<file path="src/rtl/seq_mul.sv">
// Iterative shift-add 32x32 multiplier for UMUL/SMUL(cc).
// One partial-product step per clock; the product low word feeds writeback, the high word feeds Y.
module seq_mul #(
    parameter int unsigned WIDTH = 32
) (
    input  logic             clk,
    input  logic             rst_n,
    input  logic             start,
    input  logic             signed_op,
    input  logic             flush,
    input  logic [WIDTH-1:0] a,
    input  logic [WIDTH-1:0] b,
    output logic             busy,
    output logic             done,
    output logic [WIDTH-1:0] result_lo,
    output logic [WIDTH-1:0] result_hi,
    output logic             icc_n,
    output logic             icc_z
);

    localparam int unsigned PW    = 2 * WIDTH;
    localparam int unsigned CNT_W = (WIDTH > 1) ? $clog2(WIDTH) : 1;

    localparam logic [1:0] S_IDLE = 2'd0;
    localparam logic [1:0] S_RUN  = 2'd1;
    localparam logic [1:0] S_FIN  = 2'd2;

    logic [1:0]       r_state;
    logic [1:0]       w_next_state;

    logic [WIDTH-1:0] r_mcand;
    logic [WIDTH-1:0] r_mplr;
    logic [PW-1:0]    r_acc;
    logic [CNT_W-1:0] r_cnt;
    logic             r_neg;

    logic             w_accept;
    logic             w_last;
    logic             w_finish;
    logic [WIDTH-1:0] w_mag_a;
    logic [WIDTH-1:0] w_mag_b;
    logic [WIDTH-1:0] w_addend;
    logic [WIDTH:0]   w_sum;
    logic [PW-1:0]    w_acc_step;
    logic [PW-1:0]    w_product;

    // State register
    always_ff @(posedge clk or negedge rst_n) begin
        if (!rst_n) begin
            r_state <= S_IDLE;
        end else begin
            r_state <= w_next_state;
        end
    end

    // Next-state logic; flush overrides everything, including a same-cycle start
    always_comb begin
        w_next_state = r_state;
        case (r_state)
            S_IDLE:  if (start) w_next_state = S_RUN;
            S_RUN:   if (w_last) w_next_state = S_FIN;
            S_FIN:   w_next_state = S_IDLE;
            default: w_next_state = S_IDLE;
        endcase
        if (flush) begin
            w_next_state = S_IDLE;
        end
    end

    assign w_accept = (r_state == S_IDLE) && start && !flush;
    assign w_last   = (r_cnt == CNT_W'(WIDTH - 1));
    assign w_finish = (r_state == S_RUN) && w_last && !flush;

    // Signed operands are reduced to magnitudes; 2^(WIDTH-1) still fits unsigned
    assign w_mag_a = (signed_op && a[WIDTH-1]) ? WIDTH'(-a) : a;
    assign w_mag_b = (signed_op && b[WIDTH-1]) ? WIDTH'(-b) : b;

    // One shift-add step: carry-keeping add into the upper half, then shift right
    assign w_addend   = r_mplr[0] ? r_mcand : '0;
    assign w_sum      = {1'b0, r_acc[PW-1:WIDTH]} + {1'b0, w_addend};
    assign w_acc_step = PW'({w_sum, r_acc[WIDTH-1:0]} >> 1);
    assign w_product  = r_neg ? (-w_acc_step) : w_acc_step;

    // Operand latch and iteration datapath
    always_ff @(posedge clk or negedge rst_n) begin
        if (!rst_n) begin
            r_mcand <= '0;
            r_mplr  <= '0;
            r_acc   <= '0;
            r_cnt   <= '0;
            r_neg   <= 1'b0;
        end else if (w_accept) begin
            r_mcand <= w_mag_a;
            r_mplr  <= w_mag_b;
            r_neg   <= signed_op & (a[WIDTH-1] ^ b[WIDTH-1]);
            r_acc   <= '0;
            r_cnt   <= '0;
        end else if ((r_state == S_RUN) && !flush) begin
            r_acc   <= w_acc_step;
            r_mplr  <= r_mplr >> 1;
            r_cnt   <= r_cnt + CNT_W'(1);
        end
    end

    // Results are written only on the final step, so they are valid throughout FIN
    always_ff @(posedge clk or negedge rst_n) begin
        if (!rst_n) begin
            busy      <= 1'b0;
            done      <= 1'b0;
            result_lo <= '0;
            result_hi <= '0;
            icc_n     <= 1'b0;
            icc_z     <= 1'b0;
        end else begin
            busy <= (w_next_state != S_IDLE);
            done <= w_finish;
            if (w_finish) begin
                result_lo <= w_product[WIDTH-1:0];
                result_hi <= w_product[PW-1:WIDTH];
                icc_n     <= w_product[WIDTH-1];
                icc_z     <= (w_product[WIDTH-1:0] == '0);
            end
        end
    end

endmodule
</file>
<file path="config.mk">
export PLATFORM = sky130hd
export DESIGN_NAME = seq_mul
export DESIGN_NICKNAME = d
export VERILOG_FILES = /design/src/rtl/seq_mul.sv
export SDC_FILE = /design/constraint.sdc
export NUM_CORES = 1
export LEC_CHECK = 0
export CORE_MARGIN = 4
export CORE_UTILIZATION = 62
export CTS_CLUSTER_DIAMETER = 60
export DETAILED_ROUTE_END_ITERATION = 7
export PLACE_DENSITY = 0.95
export SLEW_MARGIN = 30
export SYNTH_ARGS = -nofsm -noshare
export SYNTH_HDL_FRONTEND = slang
export SYNTH_SLANG_ARGS = --single-unit
</file>
<file path="constraint.sdc">
create_clock -name clk -period 10.7 [get_ports clk]
set_clock_uncertainty 0.15 [all_clocks]
set_input_delay 2.14 -clock clk [delete_from_list [all_inputs] [get_ports clk]]
set_output_delay 2.14 -clock clk [all_outputs]
set_load 0.05 [all_outputs]
</file>
==> results of run 1 <==
-- final timing paths --
check,cells after the start,start,endpoint
max,12,r_mplr[0],result_hi[23]
min,2,r_mcand[10],r_mcand[10]
max reg2reg,12,r_mplr[0],result_hi[23]
min reg2reg,2,r_mcand[10],r_mcand[10]
max in group asynchronous,2,rst_n,r_neg
min in group asynchronous,1,rst_n,result_hi[10]
-- routing by layer --
layer  track usage  vias up  share of wire
li1              -     5456              -
met1         0.395     5477           0.42
met2         0.476      561           0.47
met3        0.0479       94          0.084
met4         0.102        0          0.032
met5             0        -              0
-- synth_stat cells, drive strengths merged (37+ instances only) --
cell type	count	share of area
ha	37	0.036
nor2	61	0.018
and2	42	0.021
o21ai	205	0.080
a22o	48	0.033
xnor2	69	0.047
dfrtp	202	0.40
nor3	39	0.015
clkbuf	80	0.023
xor2	78	0.053
nand2	229	0.067
a21oi	64	0.026
-- power by group --
group          switching [mW]  internal (mW)  leakage (nW)
registers              0.0517          0.833          2.70
logic                   0.411          0.250          3.46
clock network           0.312          0.440         0.347
-- through the flow --
| stage | hold slack [ps] | cells | cell area, um2 |
|---|---|---|---|
| floorplan | 288 | 1475 | 12800 |
| global placement | 304 | 1795 | 14200 |
| detailed placement | 315 | 1795 | 14200 |
| CTS | 328 | 1834 | 14900 |
| global route | 355 | 1835 | 15000 |
| finish | 322 | 1835 | 15000 |
-- cell usage in the layout, fill, tap and decap left out, drive strengths merged, types with 17 or more instances in the layout --
cell type and count:
o21ai 205, a21o 19, o31ai 21, nand3 17
a21oi 64, xnor2 69, clkdlybuf4s50 135, clkbuf 33
a22o 48, nand4 23, xor2 78, nor2 61
and2 42, nor3 39, a22oi 21, inv 26
ha 37, dfrtp 202, nand2 229
-- area by class of cell --
type                            count  area [um2]
Inverter                           26        97.6
Timing Repair Buffer              144        1450
Tap cell                          270         338
Clock buffer                       33         642
Fill cell                        1455        5280
Multi-Input combinational cell   1154        7300
Sequential cell                   202        5060
Clock inverter                      6        72.6
-- critical path, cell delays in order, from the launching register on --
cell and delay [ps]:
dfrtp_1 870, and2_1 340, ha_1 350, a21o_1 280, a311oi_2 360, a21oi_2 130, o21a_1 200, or3_1 350
a2111oi_2 860, nand2_1 360, o21ai_0 420, or3_1 160, nand3_1 70
-- sequential cells by signal, indices dropped and copies added (netlist names), 2 cells and up --
| register | count |
|---|---|
| result_hi | 32 |
| r_acc | 63 |
| r_cnt | 5 |
| r_mplr | 32 |
| r_state | 2 |
| result_lo | 32 |
| r_mcand | 32 |
-- kinds of logic (layout without fill, tap and decap cells) --
kind of cell               Yosys count  count (layout)  share of synthesized area
and+or+nand+nor                    489             489                      0.185
AOI/OAI and AO/OA                  477             477                      0.242
DFF                                202             202                      0.395
xor gates and xnor gates           147             147                      0.101
buffers and inverters              119             209                     0.0369
adders and majority gates           38              38                     0.0378
muxes                                3               3                    0.00235
==> results_dict.tcl, run 1 <==
set metrics [dict create \
    syn_to_final_growth_pct 16.9 \
    ios 137 \
    p_leak_nw 6.51 \
    synth_edf_count 0 \
    grt_usage 0.291 \
    dp.final_hpwl_um 24200 \
    tritoncts "built" \
    initial_core_util 0.632 \
    ys_seq_area_frac 0.395 \
    grt_setup_unrepaired "no" \
    overflow 0 \
    dieHeight_um 152 \
    critPathMaxFanout 33 \
    drive_above_1_share 0.0479 \
    wl_per_cell_um 18.5 \
    insertion_delay_ps 520 \
    cts_buffers 22 \
    crit_path_start_kind "flip-flop" \
    finalWirelength_um 33900 \
    vdd_ir_drop_max_mv 0.120 \
    ys_seq_elements 202 \
    finalHoldViolations 0 \
    final.setup.worst_slack_ps 5660 \
    fin_util 0.739 \
    cp_data_required_time_ps 10940 \
    htree_levels 1 \
    clkSinkCount 202 \
    async_reset_ff_frac 1.00 \
    drc_errors 0 \
    avgViaCountPerCell 6.31 \
    postCtsHoldBufs 0 \
    arrival_ps 5290 \
    ys_warn_count 0 \
    p_per_area_nw_per_um2 154 \
    ys.flop_type "dfrtp_1" \
    fmax_ghz 0.198 \
    clk_pin_slew_worst_paths_ps 60 \
    antenna_found_initial 0 \
    power_mw 2.30 \
    die_area_um2 23000 \
    portBuffers 136 \
    dp_slack_ps 5360 \
    rrSetupSlack_ps 5660 \
    setup-tns-final_ps 0 \
    drtIter0Drc 913 \
    syn-num-nets 1582 \
    cts_resized 0 \
    hp-class "flip-flop to flip-flop" \
    die_width_um 152 \
    antenna_cells 0 \
    drv_cap 0 \
    core_um2 20200 \
    layout.nets 1657 \
    syn_area_per_cell_um2 8.67 \
    grt_pass1_vias 11200 \
    cts_root_buffer "clkbuf_16" \
    synth_cell_types 78 \
    fp-row-count 52 \
    syn_inst 1475 \
    worstSetupPathType "flip-flop to flip-flop" \
    tightestPinTransition_ps 905 \
    slew_viol_final 0 \
    outcome "finished clean" \
    dr.pass1.iters 6 \
    cts_buffer_depth 3 \
    routed-via-count 11600 \
    end_kind "flip-flop" \
    grt_pass1_wl_um 54500 \
    syn_area_um2 12800 \
    layout_min_cycle_time_ps 5040 \
    finalSetupViolations 0 \
    final_antenna_net_count 0 \
    min_period_over_period 0.471 \
    grt_max_degree 128 \
    gp_congestion 0.966 \
    slew_headroom 0.395 \
    postCtsSetupBuffers 0 \
]
No activity file was read; power rests on OpenSTA's default activity.
==> run 2: changes to the inputs <==
--- a/config.mk
+++ b/config.mk
@@ -6,10 +6,10 @@
 export NUM_CORES = 1
 export LEC_CHECK = 0
 export CORE_MARGIN = 4
-export CORE_UTILIZATION = 62
+export CORE_UTILIZATION = 58
 export CTS_CLUSTER_DIAMETER = 60
 export DETAILED_ROUTE_END_ITERATION = 7
-export PLACE_DENSITY = 0.95
+export PLACE_DENSITY = 0.94
 export SLEW_MARGIN = 30
 export SYNTH_ARGS = -nofsm -noshare
 export SYNTH_HDL_FRONTEND = slang
==> constraint.sdc (replaced) <==
create_clock -name clk -period 4.7 [get_ports clk]
set_clock_uncertainty 0.15 [all_clocks]
set_input_delay 0.94 -clock clk [delete_from_list [all_inputs] [get_ports clk]]
set_output_delay 0.94 -clock clk [all_outputs]
set_load 0.05 [all_outputs]
==> run 2 against run 1 <==
Fmax increased by 20%. Critical path depth grew 1. Hold slack gained 2.8 ps. Worst setup slack lost 5200 ps.
==> results_dict.tcl, run 2 (synthesized netlist as in run 1, its figures left out) <==
set metrics [dict create \
    clk_pin_slew_worst_paths_ps 60 \
    p_per_area_nw_per_um2 358 \
    avgViaCountPerCell 6.23 \
    cts_resized 0 \
    overflow 0 \
    drv_cap 0 \
    arrival_ps 4430 \
    fp-row-count 54 \
    final_cell_mix "nand2_1 (229), dfrtp_1 (201), o21ai_0 (198), clkdlybuf4s50_1 (135), xor2_1 (78)" \
    grt_pass1_vias 11300 \
    grt_usage 0.288 \
    postCtsHoldBufs 0 \
    reg2regPathDepth 13 \
    setup-tns-final_ps 0 \
    r2r_end "result_hi[19]" \
    tritoncts "built" \
    largest_register_ffs 63 \
    slew_headroom 0.457 \
    drc_errors 0 \
    vdd_ir_drop_max_mv 0.254 \
    clkSinkCount 202 \
    antenna_found_initial 0 \
    routed-via-count 11600 \
    end_kind "flip-flop" \
    rrSetupSlack_ps 500 \
    portBuffers 136 \
    gp_congestion 1.04 \
    die_width_um 157 \
    cts_buffer_depth 3 \
    die_area_um2 24500 \
    crit_end "result_hi[19]" \
    dp.final_hpwl_um 26000 \
    grt_pass1_wl_um 57700 \
    layout_min_cycle_time_ps 4200 \
    tightestPinTransition_ps 812 \
    fmax_ghz 0.238 \
    setup.worst_path.start "r_mplr[0]" \
    cts_buffers 22 \
    dp_slack_ps 527 \
    crit_family "simple AND/OR/NAND/NOR gates" \
    postCtsSetupBuffers 0 \
    grt_max_degree 132 \
    critical-path-slowest-cell "dfrtp_1" \
    finalWirelength_um 35400 \
    cts_root_buffer "clkbuf_16" \
    drive_above_1_share 0.0637 \
    drtIter0Drc 849 \
    crit_path_start_kind "flip-flop" \
    slew_viol_final 0 \
    layout.nets 1677 \
    cp_data_required_time_ps 4930 \
    dr.pass1.iters 5 \
    critPathMaxStageDelay_ps 450 \
    worstSetupPathType "flip-flop to flip-flop" \
    outcome "finished clean" \
    dieHeight_um 157 \
    crit_chain "and2_1 -> ha_1 -> fa_1 -> xnor2_1 -> nor3b_1 -> nand3_1 -> nor3_1 -> o2111ai_1 -> nor4_2 -> nand3b_1 -> o41ai_1 -> xor2_1 -> o21ai_0" \
    antenna_cells 0 \
    finalSetupViolations 0 \
    final_common_cell "nand2_1" \
    min_period_over_period 0.894 \
    critPathMaxFanout 11 \
    wl_per_cell_um 19.0 \
    core_um2 21800 \
    largest_register "r_acc" \
    ios 137 \
    htree_levels 1 \
    p_leak_nw 6.66 \
    crit_buf_inv 0 \
    syn_to_final_growth_pct 18.9 \
    r2r_start "r_mplr[0]" \
    fillerInstances 1665 \
    final_antenna_net_count 0 \
    hp-class "input port to asynchronous set/reset pin" \
    cp.depth 13 \
    insertion_delay_ps 530 \
    finalHoldViolations 0 \
    power_mw 5.44 \
    grt_setup_unrepaired "no" \
    final.setup.worst_slack_ps 498 \
    initial_core_util 0.588 \
]
## run 2: changes by cell type in the layout (fill, tap and decap cells not counted), sizes merged
cell / before / now
clkinv: 4 / 6
buf: 9 / 28
clkbuf: 33 / 29
inv: 26 / 29
bufinv: 1 / 3
clkinvlp: 1 / 0
## run 2: layer usage
layer | share of wire | vias to the layer above | GRT usage
li1 | - | 5495 | -
met3 | 0.082 | 45 | 0.0487
met4 | 0.017 | 0 | 0.0645
met1 | 0.43 | 5588 | 0.400
met2 | 0.47 | 498 | 0.477
met5 | 0 | - | 0
## run 2: final cells by class
type                       instances  area [um2]  area share
multi-input combinational       1154        7300       0.480
sequential                       202        5060       0.332
timing repair buffer             164        1620       0.107
clock buffer                      28         623      0.0410
tap                              280         350      0.0230
clock inverter                    12         160      0.0105
inverter                          26        97.6     0.00642
## run 2: report_power, final
group | switching (mW) | leakage [nW] | internal [mW]
Sequential | 0.133 | 2.70 | 1.90
Clock | 0.738 | 0.392 | 1.11
Combinational | 0.956 | 3.57 | 0.600
Total | 1.83 | 6.66 | 3.61
## run 2: worst min-delay path by stage
stage	startpoint	to	slack, ps	cells after the start
6_report	rst_n	result_hi[12]	320	1
5_1_grt	r_mcand[29]	r_mcand[29]	340	2
4_1_cts	r_mcand[20]	r_mcand[20]	330	2
3_5_place_dp	r_mcand[31]	r_mcand[31]	310	2
3_3_place_gp	r_mcand[30]	r_mcand[30]	300	2
2_1_floorplan	r_mcand[31]	r_mcand[31]	290	2
## run 2: metrics by stage
step | util | area (um2) | hold slack (ps) | instances
global route | 0.699 | 15200 | 341 | 1866
floorplan | - | 12800 | 288 | 1475
detailed placement | 0.662 | 14400 | 315 | 1825
CTS | 0.698 | 15200 | 329 | 1865
global placement | 0.662 | 14400 | 305 | 1825
finish | 0.699 | 15200 | 324 | 1866
==> run 3: changes to the inputs <==
--- a/config.mk
+++ b/config.mk
@@ -6,10 +6,10 @@
 export NUM_CORES = 1
 export LEC_CHECK = 0
 export CORE_MARGIN = 4
-export CORE_UTILIZATION = 58
+export CORE_UTILIZATION = 62
 export CTS_CLUSTER_DIAMETER = 60
 export DETAILED_ROUTE_END_ITERATION = 7
-export PLACE_DENSITY = 0.94
+export PLACE_DENSITY = 0.95
 export SLEW_MARGIN = 30
 export SYNTH_ARGS = -nofsm -noshare
 export SYNTH_HDL_FRONTEND = slang
==> constraint.sdc (replaced) <==
create_clock -name clk -period 5.2 [get_ports clk]
set_clock_uncertainty 0.15 [all_clocks]
set_input_delay 1.04 -clock clk [delete_from_list [all_inputs] [get_ports clk]]
set_output_delay 1.04 -clock clk [all_outputs]
set_load 0.05 [all_outputs]
==> run 3 against run 2 <==
Register-to-register slack about the same. Hold slack better by 1.2 ps. Count of clock-buffer cells in the layout unchanged. Sequential share of layout area up 0.60 points. Clock power down 22%. Sequential power down 9%. Die area down 6.1%. Fmax down 11%. Combinational power down 11%. First-iteration DRC count down 2.9%. Routed wire length down 1.3%.
==> results_dict.tcl, run 3 (synthesized netlist as in run 1, its figures left out) <==
set metrics [dict create \
    power.switching_mw 1.64 \
    cts_buffer_depth 3 \
    clkSinkCount 202 \
    die_width_um 152 \
    tightestPinTransition_ps 827 \
    grt_usage 0.294 \
    crit_path_start_kind "flip-flop" \
    final_antenna_net_count 0 \
    postCtsHoldBufs 0 \
    core_um2 20200 \
    dieHeight_um 152 \
    swShare 0.351 \
    die_area_um2 23000 \
    routed-via-count 11600 \
    dp_slack_ps 456 \
    seqPwrFrac 0.393 \
    hp-class "flip-flop to flip-flop" \
    arrival_ps 4930 \
    cts_root_buffer "clkbuf_16" \
    largest_register "r_acc" \
    avgViaCountPerCell 6.33 \
    vdd_ir_drop_max_mv 0.207 \
    insertion_delay_ps 520 \
    finalHoldViolations 0 \
    initial_core_util 0.632 \
    antenna_found_initial 2 \
    layout.nets 1663 \
    finalWirelength_um 35000 \
    slew_headroom 0.448 \
    dp.cells 1801 \
    fin_util 0.738 \
    placed_area_um2 14300 \
    finalSetupViolations 0 \
    grt_max_degree 119 \
    clk_pin_slew_worst_paths_ps 60 \
    p_per_area_nw_per_um2 313 \
    stdcell_area_um2 14900 \
    final_cell_mix "nand2_1 (229), dfrtp_1 (200), o21ai_0 (198), clkdlybuf4s50_1 (135), xor2_1 (78)" \
    slew_viol_final 0 \
    drv_cap 0 \
    fp-row-count 52 \
    layout_min_cycle_time_ps 4720 \
    tritoncts "built" \
    cts_buffers 22 \
    htree_levels 1 \
    regArea_um2 5060 \
    min_period_over_period 0.907 \
    fillerInstances 1494 \
    antenna_cells 0 \
    combPwrFrac 0.298 \
    drive_above_1_share 0.0516 \
    end_kind "flip-flop" \
    power.internal_mw 3.03 \
    setup-tns-final_ps 0 \
    drc_errors 0 \
    p_clk_frac 0.309 \
    dr.pass1.iters 5 \
    syn_to_final_growth_pct 16.8 \
    fmax_ghz 0.212 \
    critPathMaxFanout 33 \
    grt_pass1_wl_um 54500 \
    grt_setup_unrepaired "no" \
    wl_per_cell_um 19.0 \
    outcome "finished clean" \
    power_mw 4.67 \
    ios 137 \
    cp_data_required_time_ps 5420 \
    multi_input_comb_area_um2 7300 \
    p_leak_nw 6.51 \
    final_common_cell "nand2_1" \
    drtIter0Drc 824 \
    portBuffers 136 \
    final.setup.worst_slack_ps 485 \
    dp.final_hpwl_um 25900 \
    timing.hold.ws_ps 326 \
    final_cells 1840 \
    overflow 0 \
    largest_register_ffs 63 \
    grt_pass1_vias 10800 \
    worstSetupPathType "flip-flop to flip-flop" \
    gp_congestion 0.980 \
]
-- run 3: per-layer routing --
| layer | part of all wire | global-route usage | vias up | wire [um] |
|---|---|---|---|---|
| met4 | 0.021 | 0.0714 | 4 | 739 |
| met5 | 0.00091 | 0 | - | 32 |
| met1 | 0.43 | 0.402 | 5629 | 15000 |
| met2 | 0.48 | 0.494 | 480 | 16700 |
| met3 | 0.073 | 0.0458 | 70 | 2570 |
| li1 | - | - | 5466 | - |
-- run 3: path summary, 6_finish.rpt --
check                             from            end  slack (ps)  cells past startpoint
max                          r_mplr[0]  result_hi[19]         480                     13
min                        r_mcand[20]    r_mcand[20]         330                      2
max reg2reg                  r_mplr[0]  result_hi[19]         480                     13
min reg2reg                r_mcand[20]    r_mcand[20]         330                      2
max in group asynchronous        rst_n          r_neg        3370                      2
min in group asynchronous        rst_n  result_hi[16]         400                      1
-- run 3: cell type report --
class | count | share of cell area
repair buffers | 150 | 0.0997
clock inverters | 10 | 0.00569
inverters | 26 | 0.00653
multi-input cells | 1154 | 0.489
flip-flops and latches | 202 | 0.338
well taps | 270 | 0.0226
clock buffers | 28 | 0.0384
-- run 3: critical path: stages (launching register included) --
cell and delay (ps):
dfrtp_2 600, and2_1 240, ha_1 210, fa_1 420, xnor2_1 320, nor3b_1 470, nand3_1 180, nor3_1 320
o2111ai_1 300, nor4_2 460, nand3b_1 200, o41ai_1 400, xor2_1 200, o21ai_0 100
-- run 3: power groups by stage --
stage | Combinational (mW) | Sequential [mW] | Clock, mW
finish | 1.39 | 1.84 | 1.44
global placement | 1.32 | 1.85 | 0
global route | 1.50 | 1.85 | 1.52
detailed placement | 1.35 | 1.85 | 0
floorplan | 0.976 | 1.80 | 0
CTS | 1.37 | 1.83 | 1.45
-- run 3: timing repair --
action / in CTS / in global routing
resized for setup: 0 / 1
setup endpoints to repair: 0 / 1
setup buffers: 0 / 0
